`config.mk`:
```
export PLATFORM = sky130hd
export DESIGN_NAME = saturn_bus_xfer_flat
export DESIGN_NICKNAME = d
export VERILOG_FILES = /design/src/rtl/saturn_bus_xfer_if.sv /design/src/rtl/saturn_bus_xfer.sv /design/src/flat_wrapper.sv
export SDC_FILE = /design/constraint.sdc
export NUM_CORES = 1
export LEC_CHECK = 0
export BUFFER_PORTS_ARGS = -buffer_cell sky130_fd_sc_hd__buf_2
export CORE_ASPECT_RATIO = 1.5
export CORE_MARGIN = 10
export CORE_UTILIZATION = 26
export CTS_BUF_LIST = sky130_fd_sc_hd__clkbuf_2 sky130_fd_sc_hd__clkbuf_4 sky130_fd_sc_hd__clkbuf_8
export DETAILED_ROUTE_END_ITERATION = 8
export HOLD_SLACK_MARGIN = 0.1
export PLACE_DENSITY = 0.43
export SYNTH_ARGS = -nofsm -noshare
export SYNTH_HDL_FRONTEND = slang
export SYNTH_SLANG_ARGS = --single-unit
export TNS_END_PERCENT = 20
```
`constraint.sdc`:
```
create_clock -name clk -period 4.41 [get_ports clk]
set_clock_uncertainty 0.2 [all_clocks]
set_input_delay 0.6615 -clock clk [delete_from_list [all_inputs] [get_ports clk]]
set_output_delay 0.6615 -clock clk [all_outputs]
set_load 0.01 [all_outputs]
```
`src/rtl/saturn_bus_xfer_if.sv`:
```
// saturn_bus_xfer_if
// Groups the request/response handshake of the multi-nibble transfer engine
// together with its hp48 nibble-bus command side.
//   req_*          : request from the instruction decoder (valid/ready)
//   bus_command/bus_address/bus_nibble_in/bus_strobe : to the bus controller
//   bus_nibble_out/bus_error                         : from the bus controller
//   done/err/rdata/next_addr                         : completion result
// Handshake: a request transfers on a clk edge where req_valid and req_ready
// are both high; req_valid may be raised at any time and req_ready does not
// depend on req_valid. done is a one-cycle pulse; err/rdata/next_addr are
// valid with it and hold until the next accepted request.
// Modports: slave = the transfer engine, master = its environment
// (decoder plus bus controller, or a testbench).
interface saturn_bus_xfer_if #(
  parameter int DATA_NIBBLES = 16,
  parameter int ADDR_W       = 20,
  parameter int CNT_W        = 5
);
  logic                      req_valid;
  logic                      req_ready;
  logic                      req_write;
  logic                      req_pc_mode;
  logic [ADDR_W-1:0]         req_addr;
  logic [CNT_W-1:0]          req_count;
  logic [CNT_W-1:0]          req_offset;
  logic [4*DATA_NIBBLES-1:0] req_wdata;

  logic [3:0]                bus_command;
  logic [ADDR_W-1:0]         bus_address;
  logic [3:0]                bus_nibble_in;
  logic                      bus_strobe;
  logic [3:0]                bus_nibble_out;
  logic                      bus_error;

  logic                      done;
  logic                      err;
  logic [4*DATA_NIBBLES-1:0] rdata;
  logic [ADDR_W-1:0]         next_addr;

  modport slave (
    input  req_valid, req_write, req_pc_mode, req_addr, req_count, req_offset,
           req_wdata, bus_nibble_out, bus_error,
    output req_ready, bus_command, bus_address, bus_nibble_in, bus_strobe,
           done, err, rdata, next_addr
  );

  modport master (
    output req_valid, req_write, req_pc_mode, req_addr, req_count, req_offset,
           req_wdata, bus_nibble_out, bus_error,
    input  req_ready, bus_command, bus_address, bus_nibble_in, bus_strobe,
           done, err, rdata, next_addr
  );
endinterface

```
`src/rtl/saturn_bus_xfer.sv`:
```
// saturn_bus_xfer
// Multi-nibble bus transfer engine. One accepted request becomes a
// load-address command followed by one read/write command per nibble on the
// hp48 nibble bus, each operation being a strobe cycle followed by a capture
// cycle. Read nibbles are merged into a DATA_NIBBLES-nibble register image
// starting at req_offset and wrapping at the top nibble.
// Ports:
//   clk       : system clock
//   reset     : synchronous, active-high; aborts any transfer without done
//   xfer      : saturn_bus_xfer_if.slave (request, bus and result signals)
//   dbg_state : current FSM state encoding, for observation only
module saturn_bus_xfer #(
  parameter int         DATA_NIBBLES = 16,
  parameter int         ADDR_W       = 20,
  parameter int         CNT_W        = 5,
  parameter logic [3:0] CMD_NOP      = 4'd0,
  parameter logic [3:0] CMD_PC_READ  = 4'd1,
  parameter logic [3:0] CMD_DP_READ  = 4'd2,
  parameter logic [3:0] CMD_DP_WRITE = 4'd3,
  parameter logic [3:0] CMD_LOAD_PC  = 4'd4,
  parameter logic [3:0] CMD_LOAD_DP  = 4'd5
) (
  input  logic             clk,
  input  logic             reset,
  saturn_bus_xfer_if.slave xfer,
  output logic [2:0]       dbg_state
);

  localparam int                DW       = 4 * DATA_NIBBLES;
  localparam logic [CNT_W-1:0]  CNT_MAX  = CNT_W'(DATA_NIBBLES);
  localparam logic [CNT_W-1:0]  POS_LAST = CNT_W'(DATA_NIBBLES - 1);
  localparam logic [CNT_W-1:0]  CNT_ONE  = CNT_W'(1);
  localparam logic [ADDR_W-1:0] ADDR_ONE = ADDR_W'(1);

  typedef enum logic [2:0] {
    IDLE     = 3'd0,
    LOAD_ISS = 3'd1,
    LOAD_CAP = 3'd2,
    NIB_ISS  = 3'd3,
    NIB_CAP  = 3'd4,
    DONE     = 3'd5
  } state_t;

  state_t state, state_n;

  // Latched request
  logic              wr_q, wr_n;
  logic              pc_q, pc_n;
  logic [ADDR_W-1:0] addr_q, addr_n;   // address of the next nibble
  logic [CNT_W-1:0]  cnt_q, cnt_n;
  logic [CNT_W-1:0]  idx_q, idx_n;     // transfer index i
  logic [CNT_W-1:0]  pos_q, pos_n;     // (offset + i) mod DATA_NIBBLES
  logic [DW-1:0]     wdata_q, wdata_n;

  // Next values of the registered outputs
  logic [3:0]        bus_command_n;
  logic [ADDR_W-1:0] bus_address_n;
  logic [3:0]        bus_nibble_in_n;
  logic              bus_strobe_n;
  logic              done_n;
  logic              err_n;
  logic [DW-1:0]     rdata_n;
  logic [ADDR_W-1:0] next_addr_n;

  logic              illegal;
  logic [3:0]        nib_cmd;
  logic [CNT_W-1:0]  pos_inc;

  function automatic logic [3:0] nib_of(input logic [DW-1:0] v,
                                        input logic [CNT_W-1:0] p);
    logic [3:0] r;
    r = 4'h0;
    for (int k = 0; k < DATA_NIBBLES; k++) begin
      if (p == CNT_W'(k)) r = v[k*4 +: 4];
    end
    return r;
  endfunction

  assign xfer.req_ready = (state == IDLE);
  assign dbg_state      = state;

  assign illegal = (xfer.req_count > CNT_MAX) || (xfer.req_offset >= CNT_MAX) ||
                   (xfer.req_pc_mode && xfer.req_write);
  assign nib_cmd = pc_q ? CMD_PC_READ : (wr_q ? CMD_DP_WRITE : CMD_DP_READ);
  assign pos_inc = (pos_q == POS_LAST) ? '0 : pos_q + CNT_ONE;

  always_ff @(posedge clk) begin
    if (reset) begin
      state              <= IDLE;
      wr_q               <= 1'b0;
      pc_q               <= 1'b0;
      addr_q             <= '0;
      cnt_q              <= '0;
      idx_q              <= '0;
      pos_q              <= '0;
      wdata_q            <= '0;
      xfer.bus_command   <= CMD_NOP;
      xfer.bus_address   <= '0;
      xfer.bus_nibble_in <= 4'h0;
      xfer.bus_strobe    <= 1'b0;
      xfer.done          <= 1'b0;
      xfer.err           <= 1'b0;
      xfer.rdata         <= '0;
      xfer.next_addr     <= '0;
    end else begin
      state              <= state_n;
      wr_q               <= wr_n;
      pc_q               <= pc_n;
      addr_q             <= addr_n;
      cnt_q              <= cnt_n;
      idx_q              <= idx_n;
      pos_q              <= pos_n;
      wdata_q            <= wdata_n;
      xfer.bus_command   <= bus_command_n;
      xfer.bus_address   <= bus_address_n;
      xfer.bus_nibble_in <= bus_nibble_in_n;
      xfer.bus_strobe    <= bus_strobe_n;
      xfer.done          <= done_n;
      xfer.err           <= err_n;
      xfer.rdata         <= rdata_n;
      xfer.next_addr     <= next_addr_n;
    end
  end

  // Outputs are registered, so each branch sets the output values that belong
  // to the state being entered.
  always_comb begin
    state_n         = state;
    wr_n            = wr_q;
    pc_n            = pc_q;
    addr_n          = addr_q;
    cnt_n           = cnt_q;
    idx_n           = idx_q;
    pos_n           = pos_q;
    wdata_n         = wdata_q;
    bus_command_n   = xfer.bus_command;
    bus_address_n   = xfer.bus_address;
    bus_nibble_in_n = xfer.bus_nibble_in;
    bus_strobe_n    = 1'b0;
    done_n          = 1'b0;
    err_n           = xfer.err;
    rdata_n         = xfer.rdata;
    next_addr_n     = xfer.next_addr;

    case (state)
      IDLE: begin
        if (xfer.req_valid) begin
          wr_n    = xfer.req_write;
          pc_n    = xfer.req_pc_mode;
          addr_n  = xfer.req_addr;
          cnt_n   = xfer.req_count;
          idx_n   = '0;
          pos_n   = xfer.req_offset;
          wdata_n = xfer.req_wdata;
          rdata_n = xfer.req_wdata;
          err_n   = 1'b0;
          if (illegal || (xfer.req_count == '0)) begin
            // Nothing goes on the bus; zero nibbles moved.
            state_n       = DONE;
            done_n        = 1'b1;
            err_n         = illegal;
            next_addr_n   = xfer.req_addr;
            bus_command_n = CMD_NOP;
          end else begin
            state_n       = LOAD_ISS;
            bus_command_n = xfer.req_pc_mode ? CMD_LOAD_PC : CMD_LOAD_DP;
            bus_address_n = xfer.req_addr;
            bus_strobe_n  = 1'b1;
          end
        end
      end

      LOAD_ISS: state_n = LOAD_CAP;

      LOAD_CAP: begin
        if (xfer.bus_error) begin
          state_n       = DONE;
          done_n        = 1'b1;
          err_n         = 1'b1;
          next_addr_n   = addr_q;
          bus_command_n = CMD_NOP;
        end else begin
          state_n       = NIB_ISS;
          bus_command_n = nib_cmd;
          bus_strobe_n  = 1'b1;
          if (wr_q) bus_nibble_in_n = nib_of(wdata_q, pos_q);
        end
      end

      NIB_ISS: state_n = NIB_CAP;

      NIB_CAP: begin
        if (xfer.bus_error) begin
          // Faulting nibble is dropped and does not count toward next_addr.
          state_n       = DONE;
          done_n        = 1'b1;
          err_n         = 1'b1;
          next_addr_n   = addr_q;
          bus_command_n = CMD_NOP;
        end else begin
          if (!wr_q) begin
            for (int k = 0; k < DATA_NIBBLES; k++) begin
              if (pos_q == CNT_W'(k)) rdata_n[k*4 +: 4] = xfer.bus_nibble_out;
            end
          end
          addr_n = addr_q + ADDR_ONE;
          if (idx_q == cnt_q - CNT_ONE) begin
            state_n       = DONE;
            done_n        = 1'b1;
            next_addr_n   = addr_q + ADDR_ONE;
            bus_command_n = CMD_NOP;
          end else begin
            state_n       = NIB_ISS;
            idx_n         = idx_q + CNT_ONE;
            pos_n         = pos_inc;
            bus_command_n = nib_cmd;
            bus_strobe_n  = 1'b1;
            if (wr_q) bus_nibble_in_n = nib_of(wdata_q, pos_inc);
          end
        end
      end

      DONE: state_n = IDLE;

      default: state_n = IDLE;
    endcase
  end

endmodule

```
`src/flat_wrapper.sv`:
```
// flat-port wrapper written by rule: the top's interface ports become plain ports
module saturn_bus_xfer_flat 
#(
  parameter int         DATA_NIBBLES = 16,
  parameter int         ADDR_W       = 20,
  parameter int         CNT_W        = 5,
  parameter logic [3:0] CMD_NOP      = 4'd0,
  parameter logic [3:0] CMD_PC_READ  = 4'd1,
  parameter logic [3:0] CMD_DP_READ  = 4'd2,
  parameter logic [3:0] CMD_DP_WRITE = 4'd3,
  parameter logic [3:0] CMD_LOAD_PC  = 4'd4,
  parameter logic [3:0] CMD_LOAD_DP  = 4'd5
)
  (clk, reset, dbg_state, xfer_req_valid, xfer_req_write, xfer_req_pc_mode, xfer_req_addr, xfer_req_count, xfer_req_offset, xfer_req_wdata, xfer_bus_nibble_out, xfer_bus_error, xfer_req_ready, xfer_bus_command, xfer_bus_address, xfer_bus_nibble_in, xfer_bus_strobe, xfer_done, xfer_err, xfer_rdata, xfer_next_addr);
  saturn_bus_xfer_if #(.DATA_NIBBLES(DATA_NIBBLES), .ADDR_W(ADDR_W), .CNT_W(CNT_W)) xfer_i ();
  input  logic clk;
  input  logic reset;
  output logic [2:0] dbg_state;
  input wire logic [$bits(xfer_i.req_valid)-1:0] xfer_req_valid;
  input wire logic [$bits(xfer_i.req_write)-1:0] xfer_req_write;
  input wire logic [$bits(xfer_i.req_pc_mode)-1:0] xfer_req_pc_mode;
  input wire logic [$bits(xfer_i.req_addr)-1:0] xfer_req_addr;
  input wire logic [$bits(xfer_i.req_count)-1:0] xfer_req_count;
  input wire logic [$bits(xfer_i.req_offset)-1:0] xfer_req_offset;
  input wire logic [$bits(xfer_i.req_wdata)-1:0] xfer_req_wdata;
  input wire logic [$bits(xfer_i.bus_nibble_out)-1:0] xfer_bus_nibble_out;
  input wire logic [$bits(xfer_i.bus_error)-1:0] xfer_bus_error;
  output wire logic [$bits(xfer_i.req_ready)-1:0] xfer_req_ready;
  output wire logic [$bits(xfer_i.bus_command)-1:0] xfer_bus_command;
  output wire logic [$bits(xfer_i.bus_address)-1:0] xfer_bus_address;
  output wire logic [$bits(xfer_i.bus_nibble_in)-1:0] xfer_bus_nibble_in;
  output wire logic [$bits(xfer_i.bus_strobe)-1:0] xfer_bus_strobe;
  output wire logic [$bits(xfer_i.done)-1:0] xfer_done;
  output wire logic [$bits(xfer_i.err)-1:0] xfer_err;
  output wire logic [$bits(xfer_i.rdata)-1:0] xfer_rdata;
  output wire logic [$bits(xfer_i.next_addr)-1:0] xfer_next_addr;
  assign xfer_i.req_valid = xfer_req_valid;
  assign xfer_i.req_write = xfer_req_write;
  assign xfer_i.req_pc_mode = xfer_req_pc_mode;
  assign xfer_i.req_addr = xfer_req_addr;
  assign xfer_i.req_count = xfer_req_count;
  assign xfer_i.req_offset = xfer_req_offset;
  assign xfer_i.req_wdata = xfer_req_wdata;
  assign xfer_i.bus_nibble_out = xfer_bus_nibble_out;
  assign xfer_i.bus_error = xfer_bus_error;
  assign xfer_req_ready = xfer_i.req_ready;
  assign xfer_bus_command = xfer_i.bus_command;
  assign xfer_bus_address = xfer_i.bus_address;
  assign xfer_bus_nibble_in = xfer_i.bus_nibble_in;
  assign xfer_bus_strobe = xfer_i.bus_strobe;
  assign xfer_done = xfer_i.done;
  assign xfer_err = xfer_i.err;
  assign xfer_rdata = xfer_i.rdata;
  assign xfer_next_addr = xfer_i.next_addr;
  saturn_bus_xfer #(.DATA_NIBBLES(DATA_NIBBLES), .ADDR_W(ADDR_W), .CNT_W(CNT_W), .CMD_NOP(CMD_NOP), .CMD_PC_READ(CMD_PC_READ), .CMD_DP_READ(CMD_DP_READ), .CMD_DP_WRITE(CMD_DP_WRITE), .CMD_LOAD_PC(CMD_LOAD_PC), .CMD_LOAD_DP(CMD_LOAD_DP)) u_core (.clk(clk), .reset(reset), .xfer(xfer_i), .dbg_state(dbg_state));
endmodule
```
==> impl_summary.md, run 1 <==
Routing
The count of nets left with antenna violations once routing finished came out at 0. Dividing the detail-routed via count by the number of cells gives 5.161. The routed wire length is 49.58 mm. The average wire length per cell after detail routing is 21.62 microns. The first-pass detailed-route iteration total is 5. The total DRC errors in the routed layout is 0. The detailed-route via count is 11830.

The count of routing violations after the opening detailed-route iteration is 761.

Floorplanning
The initial utilization of the core area, before any placement, comes to 26.15%. The site row count is 94. The total die area is 52970 sq um. 223 I/O pins were placed. The floorplan step set the die height to 276.9 microns. The die boundary width is 191.3 microns. The floorplan step defined a core boundary enclosing 43750 sq um.

Global route
Entering global routing, the biggest net connects 88 pins. The first global-routing pass estimated 74.89 mm of wire. The residual overflow from global routing is 0. For this run, the total global-route usage over all layers was measured as 18.08%. The initial antenna violation count is 1. The number of global-route vias before repair is 11810.

Cells and area
After routing the design area is 13990 sq um. The area of the multi-input gates is 6462 sq um. The fraction of final layout cells sized beyond drive strength 1 is 22.67%. Fill cells in the final layout number 4871. Relative to the synthesized area, the layout overhead comes to 22.29%. The register area is 4364 sq um. The final-stage net count is 1795.

Clock network
The clock tree from TritonCTS is yes. After clock tree synthesis, the setup repair step added 0 buffers. The H-tree level count is 2.

Clock-pin slew was measured on the worst setup and hold paths at 80 ps. In this run, CTS created clock tree buffers numbering 40. The cell sitting at the root of the clock tree is a clkbuf_8.

The number of buffers between clock root and the deepest sink is 3. The clock drives 218 sinks. The number of resized instances in the post-cts repair step is 0.

At the later pin of the worst-skew pair, clock insertion delay measures 580 ps.

Timing
Based on the critical path, the design can be clocked at up to 304.9 MHz. The count of pins over their slew limit is 0. Setup repair after global routing left no endpoint under its margin. Headroom to the max-slew limit came out at 31.61%. The final-report setup violation count is 0. The slew at the pin with the worst max-slew slack is 1026 ps. The worst path uses 74.37% of the clock period. The count of final hold-check violations is 0. The final critical path time including I/O delays and setup is 3280 ps. The least setup slack across all paths after layout is 1130 ps. The worst hold slack across all endpoints is 142.0 ps. The total negative setup slack is 0 ps.

Placement
After legalization and detailed placement, the total HPWL measured 36.68 mm. At the placement stage, the worst setup path has a slack of 1153 ps. The number of I/O port buffers is 221. The congestion estimate from routability-driven global placement came to 0.9255.

In this run the cell area measured after placement is 13000 sq um.

Worst setup path
In this design, the critical path's most frequently occurring cell is nor2_1. The standard cell with the maximum stage delay on the critical path is dfxtp_1. The arrival time of the worst setup path is 3540 ps.

Together, buffers and inverters on the worst path number 2. In this run the number of cells on the critical path is 9. The signal on the critical path passes through ha_1, buf_4, clkinv_1, nor2_1, nor2_1, or4_1, o2111ai_1, a211o_1, o221ai_1. The data required time at the worst endpoint is 4670 ps. The critical path is of the flop to flop type. The endpoint class of the critical path is a flop. Counting cells, the worst reg-to-reg path comes to 9. The largest fanout on the critical path is 26. Grouping stages by cell kind, the critical path spends the most delay in simple AND/OR/NAND/NOR gates. The largest stage delay on the critical path is 610 ps. The worst setup path is launched from a flop.

Power and ir drop
IR analysis of the VDD net gives a maximum drop of 0.2759 mV. Of the total power, combinational logic draws 46.1%. The static leakage is 5.455 nW. The portion of total power attributed to the clock network is 22.8%. The internal portion of the total power is 5.551 mW.

In this run switching power makes up 44.90% of total power. In this run, flip-flops and latches consume 31.2% of the power. The switching power is 4.524 mW. Total power for the finished layout comes to 10.08 mW. In this run the power density over the cells is 720.1 nW/um^2.

Yosys
The number of synthesized flops with an enable pin is 0. Among all flip-flop cells after synthesis, the most frequent one is dfxtp_1. The share of synthesized area occupied by flip-flops and latches is 38.14%. For this run, the number of Yosys warnings is 0.

After technology mapping, the gate count stands at 1514. The mapped netlist covers 11440 sq um. The synthesis-stage register bit count is 218. The share of synthesized registers carrying an async set or reset is 0%. The synthesized netlist contains 95 unique library cells. The average instance in the mapped netlist occupies 7.558 sq um. The net count of the mapped netlist is 1625.

Worst hold path
The worst hold-check path type is input port to flop. The worst hold path was traced through 3 stages.

Outcome
The run finished with clean final reports.

Flow run
The number of violations of the max-capacitance limit is 0.
## per-layer routing
| layer | part of all wire, % | up-vias | global-route usage (%) |
|---|---|---|---|
| li1 | - | 5775 | - |
| met1 | 37 | 5658 | 19.02 |
| met2 | 55 | 319 | 34.42 |
| met3 | 4.4 | 82 | 2.898 |
| met4 | 3.6 | 0 | 7.210 |
| met5 | 0 | - | 0 |
## final timing paths
path                                                   from                           end  slack [ps]
worst max-delay path                        u_core.pos_q[0]  u_core.xfer.bus_nibble_in[1]        1130
worst min-delay path                     xfer_req_wdata[26]            u_core.wdata_q[26]         140
worst max register to register              u_core.pos_q[0]  u_core.xfer.bus_nibble_in[1]        1130
worst min register to register  u_core.xfer.bus_address[12]   u_core.xfer.bus_address[12]         250
## cell usage after synthesis (all sizes together) (4+ instances only)
| library cell | n | area share, % |
|---|---|---|
| and4 | 4 | 0.31 |
| dfxtp | 218 | 38 |
| a222oi | 4 | 0.35 |
| o21ai | 59 | 2.6 |
| nor2b | 6 | 0.33 |
| a32oi | 7 | 0.54 |
| nor3b | 6 | 0.48 |
| or3 | 11 | 0.60 |
| nand2b | 11 | 0.60 |
| a2bb2oi | 5 | 0.38 |
| and3 | 8 | 0.44 |
| o22ai | 7 | 0.38 |
| a21oi | 241 | 11 |
| nor2 | 187 | 6.3 |
| inv | 19 | 0.62 |
| a311oi | 4 | 0.42 |
| nand3 | 22 | 1.0 |
| o21a | 5 | 0.33 |
| a22oi | 15 | 1.0 |
| o31ai | 5 | 0.33 |
| a31oi | 11 | 0.60 |
| xor2 | 8 | 0.68 |
| nand4 | 5 | 0.27 |
| nor3 | 38 | 1.8 |
| nor4 | 10 | 0.66 |
| o2111ai | 7 | 0.59 |
| or4 | 6 | 0.43 |
| and2 | 12 | 0.66 |
| nand2 | 249 | 8.2 |
| mux2i | 10 | 0.87 |
| o211ai | 8 | 0.57 |
| a211oi | 87 | 6.4 |
| ha | 7 | 0.77 |
| o221ai | 6 | 0.46 |
| buf | 42 | 2.1 |
| xnor2 | 9 | 0.69 |
| clkbuf | 87 | 2.9 |
| a221oi | 16 | 1.3 |
## cells in the final DEF, fill, tap and decap left out, drive strengths merged, types with 5 or more instances in the layout
cell type / n
or4: 6
nand2: 249
dfxtp: 218
nor2b: 6
nor4: 10
inv: 20
o21ai: 59
o21a: 5
buf: 253
clkbuf: 65
mux2i: 10
a22oi: 15
a21oi: 241
o211ai: 8
or3: 11
nor3b: 6
a32oi: 7
o2111ai: 7
ha: 7
a211oi: 87
and3: 8
nor3: 38
xor2: 8
clkinv: 6
a2bb2oi: 5
o221ai: 6
nand2b: 11
a31oi: 11
nor2: 187
nand3: 22
o22ai: 7
a221oi: 16
and2: 12
nand4: 5
o31ai: 5
xnor2: 9
## stage by stage
stage | utilization, % | std cells
after global placement | 29.71 | 2214
after detailed placement | 29.71 | 2214
final | 31.98 | 2293
after CTS | 31.97 | 2292
after floorplan | - | 1514
after global routing | 31.98 | 2293
## registers in the layout, indices dropped and copies added (netlist names)
| name | cells |
|---|---|
| u_core.xfer.bus_strobe | 1 |
| u_core.wdata_q | 64 |
| u_core.xfer.bus_address | 20 |
| u_core.xfer.bus_command | 3 |
| u_core.cnt_q | 5 |
| u_core.addr_q | 20 |
| u_core.xfer.done | 1 |
| u_core.pc_q | 1 |
| u_core.idx_q | 5 |
| u_core.xfer.bus_nibble_in | 4 |
| u_core.wr_q | 1 |
| u_core.xfer.rdata | 64 |
| u_core.pos_q | 5 |
| u_core.xfer.err | 1 |
| u_core.dbg_state | 3 |
| u_core.xfer.next_addr | 20 |
## kinds of logic after synthesis
logic type	after synthesis	share of synthesized area [%]
simple gates	590	23.37
buf+inv	149	5.566
mux	11	0.9732
flops	218	38.14
compound gates	519	29.61
other cells	1	0.03277
xor+xnor	17	1.367
fa+ha+maj	9	0.9404
## worst reg2reg max path, stage by stage (launching register included)
cell,delay [ps]
dfxtp_1,610
ha_1,270
buf_4,310
clkinv_1,400
nor2_1,310
nor2_1,180
or4_1,530
o2111ai_1,140
a211o_1,130
o221ai_1,120
## what timing repair did
item | in CTS | in global routing
hold buffers | 4 | 0
endpoints found under the setup margin | 0 | 0
hold endpoints to repair | 4 | 0
## power by group through the flow
stage	Sequential [mW]	Combinational (mW)	Clock (mW)
3_5_place_dp	3.18	4.70	0
3_3_place_gp	3.18	4.68	0
4_1_cts	3.14	4.72	2.38
6_report	3.14	4.64	2.29
5_1_grt	3.23	5.17	2.46
2_1_floorplan	3.11	3.06	0
## layout make-up
cell class	instances	share of cell area, %
Antenna cell	1	0.01788
Clock buffer	65	5.902
Clock inverter	9	0.8853
Inverter	20	0.5365
Multi-Input combinational cell	1147	46.19
Sequential cell	218	31.19
Tap cell	576	5.151
Timing Repair Buffer	257	10.13
Note: power is estimated with default switching activity, not from simulation.
==> run 2: changes to the inputs <==
clock period = 3.15 ns   (was 4.41 ns; I/O delays follow)
==> run 2 against run 1 <==
Effect of this change: first-iteration DRC count is 3.3% lower; clock power is 32% higher; flip-flop and latch count stayed put; power is 44% higher; fmax is 4.8% higher; utilization is 2.8 points higher; clock-buffer cell count is 9 lower; design area is 8.9% higher; worst setup slack worse by 1100 ps; routed wire length is 3.6% higher; non-clock buffer count is 140 higher.
==> impl_summary.md, run 2 (synthesis gave the netlist of run 1 again) <==
Outcome
The run finished with clean final reports.

Power and ir drop
The areal power density over the cells is 952.2 nW/um^2 (+32%). The internal power is 7.994 mW (+44%). The switching power as a share of total power is 44.89% (about the same).

The switching power is 6.511 mW (+44%). The total power after layout is 14.50 mW (+44%). The static leakage is 6.048 nW (+11%).

The peak supply drop is 0.3577 mV (+30%). The share of total power in combinational logic is 49.3% (+3.2 points). The power share of the sequential group is 29.9% (-1.3 points). The portion of total power attributed to the clock network is 20.8% (-2.0 points).

Timing
The peak clock frequency supported by timing was 319.5 MHz (+4.8%). The ratio of final minimum period to clock period is 99.36% (+25 points). The final-report setup violation count came to 0 (unchanged).

The slew at the pin with the worst max-slew slack was 1013 ps (-12.38 ps). The final critical path time including I/O delays and setup is 3130 ps (-149.7 ps). The remaining max-slew budget at the tightest pin came to 32.18% (+0.58 points). Setup repair after global routing left no endpoint under its margin.

The total negative setup slack is 0 ps (unchanged). The least setup slack across all paths after layout was 20.01 ps (-1110 ps). The count of pins over their slew limit is 0 (unchanged). The count of final hold-check violations is 0 (unchanged).

Worst setup path
The setup slack on the worst flop-to-flop path is 20 ps (-1110 ps). The depth of the worst register-to-register path is 11 (+2). The arrival time of the worst setup path is 3420 ps (-120 ps).

Among all stages on the critical path, the largest delay is contributed by o41ai_1. The largest fanout on the critical path is 8 (-69%). The startpoint of the worst setup timing path is u_core.pos_q[0]. Following the worst setup path forward leads to its endpoint at u_core.xfer.bus_nibble_in[2].

Walking the worst path, the cells encountered are inv_1, ha_1, buf_4, a21o_1, a31oi_1, o41ai_1, buf_4, nand2_1, a32oi_1, o211ai_1, a41oi_1. The start-to-end type of the worst setup path is flop to flop. The worst setup path is launched from a flop. The most common cell type on the critical path is buf_4. The largest stage delay on the critical path is 660 ps (+50 ps). The worst register-to-register path ends at u_core.xfer.bus_nibble_in[2]. In this run the critical register-to-register path is launched from u_core.pos_q[0]. STA classifies the critical path endpoint as a flop. The data required time at the worst endpoint is 3440 ps (-1230 ps).

Floorplanning
The core area is 43750 sq um (unchanged). The I/O pin total is 223 (unchanged). The vertical die dimension was 276.9 microns (unchanged). The die boundary width is 191.3 microns (unchanged).

The starting density of the core is 26.15% (unchanged). The total die area is 52970 sq um (unchanged). The site row count is 94 (unchanged).

Clock network
The number of buffers added to fix hold violations after cts is 92 (+88). The clock tree from TritonCTS is yes. The total CTS buffers is 40 (unchanged). The H-tree level count is 2 (unchanged). Clock tree synthesis selected as its root buffer the cell clkbuf_8.

The later-pin clock latency in the skew report was 580 ps (about the same). The number of resized instances in the post-cts repair step is 0 (unchanged). The clock-pin slew on the worst setup and hold paths was 70 ps (about the same). The clock sink count is 218 (unchanged). The number of buffers between clock root and the deepest sink is 3 (unchanged). The count of buffers added by post-CTS timing repair for setup was 0 (unchanged).

Worst hold path
In this run the worst hold path is classified as input port to flop.

Routing
The detailed-route via count is 12360 (+4.5%). The vias per cell is 5.088 (-1.4%). The first-pass detailed-route iteration total is 5 (unchanged).

The routed wire length was 51.38 mm (+3.6%). The average wire length per cell after detail routing is 21.14 microns (-2.2%). The count of antenna-violating nets left after detailed routing is 0 (unchanged). The count of routing violations after the opening detailed-route iteration is 736 (-3.3%). The total DRC errors in the routed layout is 0 (unchanged).

Placement
The HPWL after detailed placement is 37.76 mm (+2.9%). The number of I/O port buffers came to 221 (unchanged). The pre-CTS setup slack is 99.68 ps (-1054 ps). The placer congestion estimate is 0.9314 (+0.64%).

The number of placed instances, taps included was 2266 (+2.3%).

Global route
The first-pass GRT wire length is 77.55 mm (+3.5%). The initial antenna violation count is 1 (unchanged). The residual overflow from global routing came to 0 (unchanged).

The number of global-route vias before repair is 12650 (+7.1%). The maximum number of pins on one net before global-route repair came to 88 (unchanged). The global routing usage summed across all routing layers is 18.71% (+0.63 points).

Cells and area
The leading cell type in the layout, fill and taps excluded is nand2_1. The final-stage net count is 1935 (+7.8%). The synthesis-to-finish area growth is 33.12%.

The final cell count without fillers is 2430 (+6.0%). The top cell types in the final layout, fill and taps aside, are nand2_1 (248), a21oi_1 (237), buf_2 (220). The fraction of final layout cells sized beyond drive strength 1 is 23.60% (+0.93 points). In the final layout, the registers with the most flip-flops are u_core.wdata_q (64), u_core.xfer.rdata (64).

Flow run
The number of violations of the max-capacitance limit is 0 (unchanged).
## run 2: worst max-delay path: cells and delay by family, from the launching register on
family	cells	cell delay, ps
AOI/OAI and AO/OA	6	1390
and+or+nand+nor	1	60
buffers and inverters	3	600
adders and majority gates	1	440
DFF	1	360
## run 2: power by group through the flow
stage | registers, mW | clock network, mW | logic, mW
5_1_grt | 4.45 | 3.24 | 7.87
2_1_floorplan | 4.35 | 0 | 4.29
4_1_cts | 4.35 | 3.13 | 7.24
3_5_place_dp | 4.39 | 0 | 7.13
3_3_place_gp | 4.39 | 0 | 7.08
6_report | 4.34 | 3.02 | 7.15
## run 2: layout make-up
type,count,area (sq um)
sequential,218,4364
clock buffer,56,714.4
clock inverter,14,151.4
timing repair buffer,397,2739
antenna,2,5.005
inverter,20,75.07
multi-input combinational,1147,6462
tap,576,720.7
fill,4754,28520
## run 2: worst min path at each step
stage	startpoint	end	slack, ps	cells after the start
2_1_floorplan	u_core.wdata_q[62]	u_core.wdata_q[62]	240	2
3_3_place_gp	u_core.xfer.bus_address[13]	u_core.xfer.bus_address[13]	240	2
3_5_place_dp	u_core.xfer.bus_address[1]	u_core.xfer.bus_address[1]	240	2
4_1_cts	xfer_req_offset[2]	u_core.pos_q[2]	110	4
5_1_grt	xfer_req_offset[1]	u_core.pos_q[1]	150	3
6_report	xfer_req_offset[2]	u_core.pos_q[2]	130	4
## run 2: layer usage
layer / track usage [%] / up-vias / share of wire, %
met4: 8.014 / 0 / 4.0
li1: - / 6050 / -
met5: 0 / - / 0
met3: 2.923 / 103 / 4.1
met1: 19.41 / 5867 / 38
met2: 35.74 / 344 / 54
## run 2: metrics by stage
step           instance area [sq um]  hold WS [ps]  util (%)
6_report                       15230         126.5     34.81
5_1_grt                        15230         148.2     34.81
4_1_cts                        15230         109.1     34.80
3_5_place_dp                   13440         244.8     30.72
3_3_place_gp                   13440         239.3     30.72
2_1_floorplan                  11440         236.0         -
==> run 3: changes to the inputs <==
ABC_AREA = 1   (was default)
==> run 3 against run 2 <==
Effect of this change: flip-flop and latch count stayed put; register-to-register slack better by 220 ps; worst setup slack better by 220 ps; critical path depth is 1 higher; clock power hardly changed; sequential power is 6.7% higher; via count is 4.9% lower; sequential share of layout area is 0.92 points higher; final cell count is 6.0% higher; power is 0.14% higher; design area is 3.1% lower; clock-buffer cell count is 7 higher.
==> impl_summary.md, run 3 <==
Outcome
The run finished with clean final reports.

Floorplanning
The total die area was 51000 sq um (-3.7%). The vertical die dimension was 271.6 microns (-1.9%). The die boundary width is 187.8 microns (-1.8%). The I/O pin total is 223 (unchanged). The site row count came to 92 (-2.1%).

The starting density of the core was 26.19% (+0.042 points). The core area came to 41900 sq um (-4.2%).

Clock network
The clock-pin slew on the worst setup and hold paths was 60 ps (about the same). The number of buffers between clock root and the deepest sink came to 3 (unchanged). TritonCTS built the clock tree. The H-tree level count is 2 (unchanged). The clock root buffer is clkbuf_8. The clock sink count was 218 (unchanged). The total CTS buffers is 38 (-5.0%). The later-pin clock latency in the skew report is 560 ps (-20 ps).

Routing
The uppermost metal layer occupied by signal nets is met5. The total routed wire length on the met1 layer is 16.86 mm (-13%). The detailed-routed wire length on met3 is 1.951 mm (-7.0%). The total DRC errors in the routed layout was 0 (unchanged). The detailed-route via count is 11760 (-4.9%). The count of antenna-violating nets left after detailed routing is 0 (unchanged).

The average wire length per cell after detail routing was 17.36 microns (-18%). The count of routing violations after the opening detailed-route iteration is 645 (-12%). The met2 wirelength from detailed routing is 24.29 mm (-13%). The first-pass detailed-route iteration total is 5 (unchanged).

The vias per cell came to 4.564 (-10%). The routed wire length is 44.75 mm (-13%).

Global route
The global routing usage summed across all routing layers was 16.91% (-1.8 points). The first-pass GRT wire length is 68.67 mm (-11%). The number of global-route vias before repair was 11960 (-5.5%). The residual overflow from global routing is 0 (unchanged).

The maximum number of pins on one net before global-route repair is 111 (+26%). The initial antenna violation count is 4 (+3).

Power and ir drop
The power share of the sequential group is 31.8% (+1.9 points). The internal power is 7.905 mW (-1.1%). The static leakage was 6.749 nW (+12%). The peak supply drop is 0.5992 mV (+68%).

The switching power was 6.619 mW (+1.7%). The share of total power in combinational logic is 47.5% (-1.8 points). The total power after layout is 14.52 mW (+0.14%).

The switching power as a share of total power is 45.57% (+0.69 points). The areal power density over the cells was 983.7 nW/um^2 (+3.3%). The portion of total power attributed to the clock network came to 20.7% (about the same).

Placement
The placer congestion estimate came to 0.8897 (-4.5%). The number of I/O port buffers came to 221 (unchanged). The HPWL after detailed placement is 32.53 mm (-14%). The pre-CTS setup slack is 58.05 ps (-41.63 ps).

Worst hold path
The path with the worst hold slack has its endpoint at u_core.xfer.bus_command[2]. The cell depth of the worst hold path is 3 (-1). The min-delay analysis places its worst path in the category input port to flop. The critical hold path startpoint is xfer_req_valid.

Yosys
The post-synthesis cell area is 10980 sq um (-4.1%). The synthesized netlist cell count is 1656 (+9.4%). The commonest cells after synthesis are nand2_1 (365), o21ai_0 (241), dfxtp_1 (218), inv_1 (209), nor2_1 (175). The number of synthesized flops with an enable pin is 0 (unchanged).

The net count of the mapped netlist is 1767 (+8.7%). The synthesis-stage register bit count is 218 (unchanged). The share of synthesized area occupied by flip-flops and latches is 39.76% (+1.6 points).

The cell type with the largest total area after synthesis is dfxtp_1. The share of synthesized registers carrying an async set or reset was 0% (unchanged). The number of distinct library cells after synthesis came to 50 (-47%). Sorting the synthesized cells by area gives the leading types as dfxtp_1 (40%), nand2_1 (12%), o21ai_0 (11%), inv_1 (7.1%), a21oi_1 (6.9%). The cell with the most instances after synthesis is nand2_1.

The number of warnings printed during yosys synthesis is 0 (unchanged). The top cell type's share of synthesized area came to 39.76% (+1.6 points). Among all flip-flop cells after synthesis, the most frequent one is dfxtp_1. The synthesized area per cell is 6.628 sq um (-12%).

Worst setup path
The largest fanout on the critical path came to 8 (unchanged). The critical register-to-register path startpoint is u_core.cnt_q[0]. The critical path is of the flop to flop type.

The arrival time of the worst setup path is 3150 ps (-270 ps). The category of the worst setup path launch point is a flop. The depth of the worst register-to-register path is 12 (+1). The endpoint class of the critical path is a flop. The data required time at the worst endpoint came to 3390 ps (-50 ps). The worst register-to-register path ends at u_core.pos_q[1]. The setup slack on the worst flop-to-flop path is 240 ps (+220 ps).

Timing
The remaining max-slew budget at the tightest pin is 56.47% (+24 points). The final critical path time including I/O delays and setup was 2911 ps (-218.9 ps). The count of final hold-check violations is 0 (unchanged). Setup repair after global routing left no endpoint under its margin. The total negative setup slack is 0 ps (unchanged). The count of pins over their slew limit is 0 (unchanged). The peak clock frequency supported by timing is 343.5 MHz (+7.5%). The worst hold slack across all endpoints is 127.0 ps (+0.4430 ps). The least setup slack across all paths after layout is 238.9 ps (+218.9 ps).

The ratio of final minimum period to clock period is 92.42% (-6.9 points). The final-report setup violation count is 0 (unchanged). The slew at the pin with the worst max-slew slack came to 651.5 ps (-362.0 ps).

Cells and area
The library cell used most frequently in the layout, excluding fill and tap cells, is nand2_1. The number of inserted filler cells in the final layout is 4629 (-2.6%). The area of the multi-input gates is 5519 sq um (-15%). The share of the core filled with cells was 35.24% (+0.42 points). In the final layout, the registers with the most flip-flops are u_core.wdata_q (64), u_core.xfer.rdata (64). The final-stage net count is 2092 (+8.1%). The synthesis-to-finish area growth is 34.52%. The register area came to 4365 sq um (about the same).

In the layout the commonest cells are nand2_1 (362), o21ai_0 (240), buf_2 (221). The fraction of final layout cells sized beyond drive strength 1 is 19.39% (-4.2 points).

Flow run
The number of violations of the max-capacitance limit is 0 (unchanged).
-- run 3: cell types whose count changed after synthesis, moves of 21 or more --
cell      delta
a211oi_1    -67
a21oi_1     -86
clkbuf_1    -25
inv_1      +192
nand2_1    +116
nand3_1     +21
nor3_1      -25
o21ai_0    +186
-- run 3: worst max path at each step --
stage               slack [ps]                      endpoint  depth (start not counted)             from
global route                50  u_core.xfer.bus_nibble_in[3]                         20  u_core.pos_q[2]
CTS                         30  u_core.xfer.bus_nibble_in[3]                         21  u_core.pos_q[0]
detailed placement          60  u_core.xfer.bus_nibble_in[3]                         21  u_core.pos_q[0]
floorplan                  780  u_core.xfer.bus_nibble_in[3]                         17  u_core.pos_q[0]
finish                     240               u_core.pos_q[1]                         12  u_core.cnt_q[0]
global placement            30  u_core.xfer.bus_nibble_in[3]                         21  u_core.pos_q[0]
-- run 3: power groups by stage --
stage               sequential, mW  combinational [mW]  clock [mW]
finish                        4.63                6.90        3.00
global route                  4.77                7.78        3.24
CTS                           4.64                6.90        3.12
detailed placement            4.68                6.75           0
global placement              4.67                6.71           0
floorplan                     4.76                3.92           0
-- run 3: critical path, cell delays in order (launching register included) --
cell,delay [ps]
dfxtp_1,350
inv_1,80
ha_1,330
xor2_1,140
nand2_1,70
nor4_2,270
buf_4,170
nand2_1,60
nand2_2,190
clkinvlp_4,150
o21ai_0,170
a21oi_1,50
dlygate4sd3_1,550
-- run 3: cell type report --
type	count	share of cell area, %
Inverter	221	5.695
Clock buffer	63	5.322
Timing Repair Buffer	360	16.59
Tap cell	564	4.780
Timing Repair inverter	1	0.05085
Clock inverter	7	0.5763
Multi-Input combinational cell	1141	37.38
Sequential cell	218	29.57
Antenna cell	2	0.03390
-- run 3: stage by stage --
| stage | cells | area, sq um |
|---|---|---|
| floorplan | 1656 | 10980 |
| global placement | 2401 | 12800 |
| detailed placement | 2401 | 12800 |
| CTS | 2571 | 14680 |
| global route | 2576 | 14760 |
| finish | 2577 | 14760 |
-- run 3: routing by layer --
layer | GRT usage [%] | up-vias
met1 | 17.17 | 5388
met4 | 6.691 | 4
met5 | 0 | -
met2 | 33.00 | 272
li1 | - | 6018
met3 | 3.106 | 79
-- run 3: cells by family after synthesis --
kind of cell               count (synthesis)  synth area share, %
and+or+nand+nor                          642                24.40
AOI/OAI and AO/OA                        468                22.71
buffers and inverters                    297                10.40
DFF                                      218                39.76
xor gates and xnor gates                  23                1.904
adders and majority gates                  7               0.7980
other                                      1              0.03417
-- run 3: timing repair --
item / 4_1_cts / 5_1_grt
hold buffers: 100 / 0
hold endpoints to repair: 166 / 0
buffers inserted: 0 / 3
setup endpoints to repair: 0 / 74
gates resized for setup: 0 / 16
